[src/rtl/alu_writeback_stage.sv]
// alu_writeback_stage
//   Pipeline stage after the ALU. Results go into a 2-entry FIFO with a valid/ready
//   handshake on both sides. The head entry drives the register-file write port and the
//   branch-condition output. The stage also holds the committed NZCV flag register.
//
//   Optional feature: when ALU_WB_FWD_EN is defined, the module adds fwd_valid, fwd_addr
//   and fwd_data. These expose the youngest buffered entry that really writes a register,
//   so the upstream logic can bypass operands.
//
//   Ports
//     clock, reset_n          rising-edge clock, async active-low reset
//     in_valid / in_ready     producer handshake (in_ready = not full)
//     in_F, in_stat, in_rd    ALU result, status {V,C,N,Z}, destination register
//     in_wen, in_setf         register write enable, flag update at commit
//     in_cond_en, in_cond     conditional-branch marker and 4-bit condition code
//     wb_valid / wb_ready     consumer handshake (wb_valid = not empty)
//     wb_data, wb_addr        head result and destination
//     wb_wen                  head write enable, forced 0 for the zero register
//     wb_taken                head condition evaluated against committed flags
//     flags                   committed flag register {V,C,N,Z}
//     fwd_valid/addr/data     youngest forwardable entry (ALU_WB_FWD_EN only)
module alu_writeback_stage #(
  parameter int unsigned DATA_W = 64,
  parameter int unsigned ADDR_W = 5,
  parameter int unsigned DEPTH  = 2
) (
  input  logic              clock,
  input  logic              reset_n,
  input  logic              in_valid,
  output logic              in_ready,
  input  logic [DATA_W-1:0] in_F,
  input  logic [3:0]        in_stat,
  input  logic [ADDR_W-1:0] in_rd,
  input  logic              in_wen,
  input  logic              in_setf,
  input  logic              in_cond_en,
  input  logic [3:0]        in_cond,
  output logic              wb_valid,
  input  logic              wb_ready,
  output logic [DATA_W-1:0] wb_data,
  output logic [ADDR_W-1:0] wb_addr,
  output logic              wb_wen,
  output logic              wb_taken,
`ifdef ALU_WB_FWD_EN
  output logic              fwd_valid,
  output logic [ADDR_W-1:0] fwd_addr,
  output logic [DATA_W-1:0] fwd_data,
`endif
  output logic [3:0]        flags
);

  // The highest register number is the hard-wired zero register.
  localparam logic [ADDR_W-1:0] ZeroReg = '1;

  logic [DATA_W-1:0] data_q    [2];
  logic [3:0]        stat_q    [2];
  logic [ADDR_W-1:0] rd_q      [2];
  logic              wen_q     [2];
  logic              setf_q    [2];
  logic              cond_en_q [2];
  logic [3:0]        cond_q    [2];

  logic [1:0] count_q, count_d;
  logic       wr_ptr_q, rd_ptr_q;
  logic [3:0] flags_q, flags_d;
  logic       push, pop;

  function automatic logic cond_eval(input logic [3:0] c, input logic [3:0] f);
    logic v, cf, n, z;
    v  = f[3];
    cf = f[2];
    n  = f[1];
    z  = f[0];
    case (c)
      4'd0:    cond_eval = z;
      4'd1:    cond_eval = !z;
      4'd2:    cond_eval = cf;
      4'd3:    cond_eval = !cf;
      4'd4:    cond_eval = n;
      4'd5:    cond_eval = !n;
      4'd6:    cond_eval = v;
      4'd7:    cond_eval = !v;
      4'd8:    cond_eval = cf && !z;
      4'd9:    cond_eval = !cf || z;
      4'd10:   cond_eval = (n == v);
      4'd11:   cond_eval = (n != v);
      4'd12:   cond_eval = !z && (n == v);
      4'd13:   cond_eval = z || (n != v);
      default: cond_eval = 1'b1;  // AL, and NV behaves as AL
    endcase
  endfunction

  assign in_ready = (count_q != 2'(DEPTH));
  assign wb_valid = (count_q != 2'd0);
  assign push     = in_valid && in_ready;
  assign pop      = wb_valid && wb_ready;

  always_comb begin
    count_d = count_q;
    case ({push, pop})
      2'b10:   count_d = count_q + 2'd1;
      2'b01:   count_d = count_q - 2'd1;
      default: count_d = count_q;
    endcase
  end

  always_comb begin
    flags_d = flags_q;
    if (pop && setf_q[rd_ptr_q]) flags_d = stat_q[rd_ptr_q];
  end

  always_ff @(posedge clock or negedge reset_n) begin
    if (!reset_n) begin
      count_q  <= 2'd0;
      wr_ptr_q <= 1'b0;
      rd_ptr_q <= 1'b0;
      flags_q  <= 4'b0000;
      for (int i = 0; i < 2; i++) begin
        data_q[i]    <= '0;
        stat_q[i]    <= '0;
        rd_q[i]      <= '0;
        wen_q[i]     <= 1'b0;
        setf_q[i]    <= 1'b0;
        cond_en_q[i] <= 1'b0;
        cond_q[i]    <= '0;
      end
    end else begin
      count_q <= count_d;
      flags_q <= flags_d;
      if (push) begin
        data_q[wr_ptr_q]    <= in_F;
        stat_q[wr_ptr_q]    <= in_stat;
        rd_q[wr_ptr_q]      <= in_rd;
        wen_q[wr_ptr_q]     <= in_wen;
        setf_q[wr_ptr_q]    <= in_setf;
        cond_en_q[wr_ptr_q] <= in_cond_en;
        cond_q[wr_ptr_q]    <= in_cond;
        wr_ptr_q            <= ~wr_ptr_q;
      end
      if (pop) rd_ptr_q <= ~rd_ptr_q;
    end
  end

  // Storage is visible even when empty. The qualifiers keep that stale data harmless.
  assign wb_data  = data_q[rd_ptr_q];
  assign wb_addr  = rd_q[rd_ptr_q];
  assign wb_wen   = wb_valid && wen_q[rd_ptr_q] && (rd_q[rd_ptr_q] != ZeroReg);
  assign wb_taken = wb_valid && cond_en_q[rd_ptr_q] && cond_eval(cond_q[rd_ptr_q], flags_q);
  assign flags    = flags_q;

`ifdef ALU_WB_FWD_EN
  // The youngest entry sits just behind the write pointer. The head is a distinct,
  // older entry only when the FIFO holds two entries.
  logic tail_idx, tail_ok, head_ok;

  assign tail_idx = ~wr_ptr_q;
  assign tail_ok  = (count_q != 2'd0) && wen_q[tail_idx] && (rd_q[tail_idx] != ZeroReg);
  assign head_ok  = (count_q == 2'd2) && wen_q[rd_ptr_q] && (rd_q[rd_ptr_q] != ZeroReg);

  always_comb begin
    fwd_valid = 1'b0;
    fwd_addr  = '0;
    fwd_data  = '0;
    if (tail_ok) begin
      fwd_valid = 1'b1;
      fwd_addr  = rd_q[tail_idx];
      fwd_data  = data_q[tail_idx];
    end else if (head_ok) begin
      fwd_valid = 1'b1;
      fwd_addr  = rd_q[rd_ptr_q];
      fwd_data  = data_q[rd_ptr_q];
    end
  end
`endif

endmodule
[config.mk]
export PLATFORM = sky130hd
export DESIGN_NAME = alu_writeback_stage
export DESIGN_NICKNAME = d
export VERILOG_FILES = /design/src/rtl/alu_writeback_stage.sv
export SDC_FILE = /design/constraint.sdc
export NUM_CORES = 1
export LEC_CHECK = 0
export ABC_AREA = 0
export BUFFER_PORTS_ARGS = -buffer_cell sky130_fd_sc_hd__buf_2
export CELL_PAD_IN_SITES_DETAIL_PLACEMENT = 1
export CELL_PAD_IN_SITES_GLOBAL_PLACEMENT = 1
export CORE_MARGIN = 5
export CORE_UTILIZATION = 44
export DETAILED_ROUTE_END_ITERATION = 12
export PLACE_DENSITY = 0.8
export SLEW_MARGIN = 20
export SYNTH_ARGS = -nofsm -noshare
export SYNTH_HDL_FRONTEND = slang
export SYNTH_SLANG_ARGS = --single-unit
[constraint.sdc]
create_clock -name clock -period 3.1 [get_ports clock]
set_clock_uncertainty 0.15 [all_clocks]
set_input_delay 0.93 -clock clock [delete_from_list [all_inputs] [get_ports clock]]
set_output_delay 0.93 -clock clock [all_outputs]
set_load 0.02 [all_outputs]
# --- Word-level counts from Yosys, hierarchy flattened ---
# Cells that the tools add are included.
totals:
  register_bits: 168
  out_inout_bits: 77
classes:
  addsub: 2
  n_lt_le_gt_ge: 3
  eq_ne: 19
  muxes: 38
  bitwise_logic: 4
  reduce_logical: 19
op_table:
  columns: ["operator", "n"]
  rows:
  - ["64-bit two-way mux", 4]
  - ["128-bit bitwise mux", 1]
  - ["64-bit demux with 1-bit select", 1]
  - ["4-bit two-way mux", 7]
  - ["4-bit == test, second input constant", 6]
  - ["5-bit two-way mux", 4]
  - ["8-bit bitwise mux", 2]
  - ["4-bit by 3-bit == test with 1-bit output, second input constant", 4]
  - ["1-bit one-hot mux with 14 select lines", 1]
  - ["10-bit bitwise mux", 1]
  - ["1-bit logical AND", 10]
  - ["1-bit two-way mux", 10]
  - ["4-bit by 2-bit == test with 1-bit output, second input constant", 2]
  - ["2-bit bitwise mux", 3]
  - ["5-bit demux with 1-bit select", 1]
  - ["5-bit != test, second input constant", 1]
  - ["4-bit demux with 1-bit select", 1]
  - ["4-bit by 1-bit == test with 1-bit output, second input constant", 1]
  - ["2-bit greater-or-equal comparator, second input constant", 2]
  - ["1-bit logical NOT", 4]
  - ["4-bit logical NOT", 1]
  - ["1-bit inverter with 2-bit output", 2]
  - ["2-bit one-hot mux with 2 select lines", 1]
  - ["2-bit nonzero test", 2]
  - ["11 further kinds", 13]

# --- Longest topological paths before layout ---
depth:
  ltp_word: 7
  mapped_depth: 7
  ltp_nobuf: 7

# --- Worst setup path after synthesis ---
# Ideal clock, no wire load.
synth_timing:
  kind: "flip-flop to output port"
  from: "register rd_ptr_q"
  to: "output port wb_taken"
  t_arrival_ps: 1702
  slack_ps: 318
  path_stages_with_launch: 6
  cell_sequence: "dfrtp_1 mux2i_1 mux2_1 nor2_1 mux2i_1 a221oi_2"
synth_between:
  elab_chain_cells: 7
synth_rtl:
  columns: ["element", "line_no", "text"]
  rows:
  - ["from (decl)", "64", "logic wr_ptr_q, rd_ptr_q;"]
  - ["from (signal assigned)", "140", "if (pop) rd_ptr_q <= ~rd_ptr_q;"]
  - ["1-bit inverter with 2-bit output (not written as such) *", "148", "assign wb_taken = wb_valid && cond_en_q[rd_ptr_q] && cond_eval(cond_q[rd_ptr_q], flags_q);"]
  - ["4-bit two-way mux (not written as such) (3 in a row)", "148", null]
  - ["4-bit == test (tied with other cells)", "74", "case (c)"]
  - ["1-bit one-hot mux with 14 select lines", "74", null]
  - ["1-bit logical AND *", "148", null]
  - ["to (decl)", "43", "output logic wb_taken,"]
# Mark *: on every way between the ends. The rest lies on a longest branch, timed or not. The select of a mux whose other input is x is not followed.

# --- Worst setup path after layout ---
# Ends and elaborated chain as after synthesis.

==> impl_results.md <==
* Status: finished, violations left
* Primary FF master, synth: dfrtp_1
* DR vias at 4,632
* H-tree Lvls at 4
* CTS Hold Buffers Added at 0
* CTS Sinks at 168
* Rows at 47
* Die footprint at 19,380 um^2
* Worst slew pin tran at 0.5894 ns
* Worst EP required at 2.02 ns
* CTS tree: done
* Post-synth net total at 571
* Clock Latency Late Sink at 0.41 ns
* Asr flop ratio synth at 100.0%
* WS Path Type: reg2out
* DR WL/cell at 20.10 um
* Routed WL at 18,050 um
* Root Driver: clkbuf_16
* Initial antenna violation count at 4
* Synth Cell Area at 7345 um^2
* Largest net degree at the start of global routing at 62
* Setup slack at placement at 0.1243 ns
* Most common library cells after synthesis: mux2_2 (232), dfrtp_1 (168), buf_2 (25)
* # DRC at 0
* Number of global-route vias before repair at 5,635
* Yosys top cell area share at 57.24%
* # fillers at 1,629
* Grt total ovfl at 0
* # setup viols final at 2
* Leading area contributor after synthesis: dfrtp_1
* Endpoints failing hold at 0
* Layout area overhead at 26.22%
* Clock slew at reported path FFs at 0.06 ns
* Fin crit share at 109.0%
* FF/Latch Area at 4208 um^2
* # port buffers at 160
* Pwr/cell area at 1284 nW/um^2
* Post-synth EDFFs at 0
* # Max-Cap Violations at 0
* Fin worst setup slack at -0.2783 ns
* Largest cells by area after synthesis: dfrtp_1 (57%), mux2_2 (36%), buf_2 (1.7%), mux2i_1 (1.1%), xnor2_1 (0.48%)
* Hold slack final at 0.3286 ns
* Die boundary width at 139.2 um
* Top-count cell post-synth: mux2_2
* CP startpoint: rd_ptr_q
* Failing checks: setup timing
* Number of CTS-inserted buffers at 17
* Initial drt markers at 129
* LEAKAGE at 0.004162 uW
* Max Buffers Root-to-Sink at 2
* FF-to-FF Start: count_q[0]
* Hold WC Path Type: in2async
* RD Place Congestion at 0.7943
* CP Launch Type: flop
* Combined area of the multi-input logic cells at 3129 um^2
* Worst setup EP type: output port
* Layout cells sized above 1 at 68.25%
* I/O pins at 161
* HPWL after DPL at 12,140 um
* Global-route usage over all layers at 19.36%
* Synthesized area per cell at 15.11 um^2
* Vias/cell at 5.158
* Tmin final at 3.378 ns
* First-pass GRT wire length at 29,840 um
* Die span in y at 139.2 um
* Drt pass-1 iters at 4
* WP data arrival at 2.30 ns
* Starting Density at 44.60%
* Seq/Total Area, Yosys at 57.24%
* Core Region at 16,470 um^2
* Unrepaired setup endpoints after global routing: yes
* Synth warnings at 0
* DRT antenna net count at 0
* Synth unique cells at 27
* Worst relative slew slack at 60.71%
* Syn Inst Count at 486
* Fmax at 296.0 MHz
* Final nets at 747
* Final Max Slew Viols at 0
* Synth Register Bits at 168
* CP Max Fanout at 8
* Peak VDD IR at 0.0007580 V
==> metrics by stage <==
step                instance area [um^2]  setup TNS (ns)  util (%)  power, uW  cells
floorplan                           7345               0         -       7752    486
global placement                    8478               0     51.49       9128    855
detailed placement                  8478               0     51.49       9471    855
CTS                                 9185         -0.3687     55.78      11850    893
global route                        9270         -0.6311     56.30      12600    898
finish                              9270         -0.3442     56.30      11900    898
==> power by group <==
part	total [uW]	leakage [uW]	internal, uW	switching, uW
clock	2020	0.000272	1170	857
combinational	5870	0.00192	2920	2940
sequential	4010	0.00197	3340	674
total	11900	0.00416	7430	4470
==> metal layers <==
metal  vias up  track usage, %  wire, um
met5         -               0         0
met4         0           7.827       426
met3        28           4.897       753
met2       108           35.46      9998
met1      2399           21.40      6870
li1       2097               -         -
==> kinds of logic (layout without fill, tap and decap cells) <==
family / after synthesis / after routing / synth area share (%)
XOR/XNOR: 6 / 6 / 0.7155
other: 0 / 4 / 0
flip-flops: 168 / 168 / 57.24
adder cells (fa/ha/maj): 1 / 1 / 0.1703
buffers and inverters: 27 / 215 / 1.806
multiplexers: 241 / 241 / 36.81
AO/OA/AOI/OAI: 17 / 17 / 1.567
AND/OR/NAND/NOR: 26 / 26 / 1.687
==> state kept, by name, summed over array words and instances (netlist names) <==
| register | cells |
|---|---|
| cond_en_q | 2 |
| cond_q | 8 |
| count_q | 2 |
| data_q | 128 |
| flags | 4 |
| rd_ptr_q | 1 |
| rd_q | 10 |
| setf_q | 2 |
| stat_q | 8 |
| wen_q | 2 |
| wr_ptr_q | 1 |
==> path summary, 6_finish.rpt <==
check | endpoint | slack, ns | cells after the start
worst max-delay path | wb_taken | -0.28 | 7
worst min-delay path | data_q[71] | 0.33 | 1
worst max register to register | data_q[110] | 1.05 | 5
worst min register to register | count_q[1] | 0.34 | 1
max in group asynchronous | rd_ptr_q | 1.72 | 2
min in group clock | count_q[1] | 0.34 | 1
==> layout make-up <==
cell class / count / area share, %
sequential: 168 / 45.39
multi-input combinational: 291 / 33.76
timing repair buffer: 182 / 11.61
clock buffer: 21 / 5.075
tap: 220 / 2.969
clock inverter: 10 / 1.012
antenna: 4 / 0.1080
inverter: 2 / 0.08098
==> worst max-delay path, stage by stage, from the launching register on <==
cell	delay, ns
dfrtp_4	0.55
mux2i_4	0.22
buf_6	0.15
nand2_4	0.07
a21boi_4	0.06
or3_4	0.40
a221oi_4	0.28
buf_6	0.15
==> cell usage in the layout (no fill, tap or decap), types with 2 or more instances in the layout <==
master      instances
buf_4              16
dfrtp_1           167
nand2b_1            2
clkinv_2            3
clkbuf_8            3
buf_12              6
xor2_1              2
o22ai_1             2
nand2b_4            2
inv_6               2
clkbuf_16          17
buf_6               4
clkinvlp_4          3
mux2i_1             7
a21oi_1             6
nor2_1              7
buf_2             155
diode_2             4
xnor2_1             4
nand2_1             7
mux2_2            231
inv_1               2
==> repair_timing <==
| action | in CTS | in global routing |
|---|---|---|
| pin swaps | 4 | 2 |
| buffers inserted | 7 | 1 |
| setup endpoints to repair | 23 | 62 |
| resized for setup | 21 | 15 |
Power figures use the tool's default switching activity.
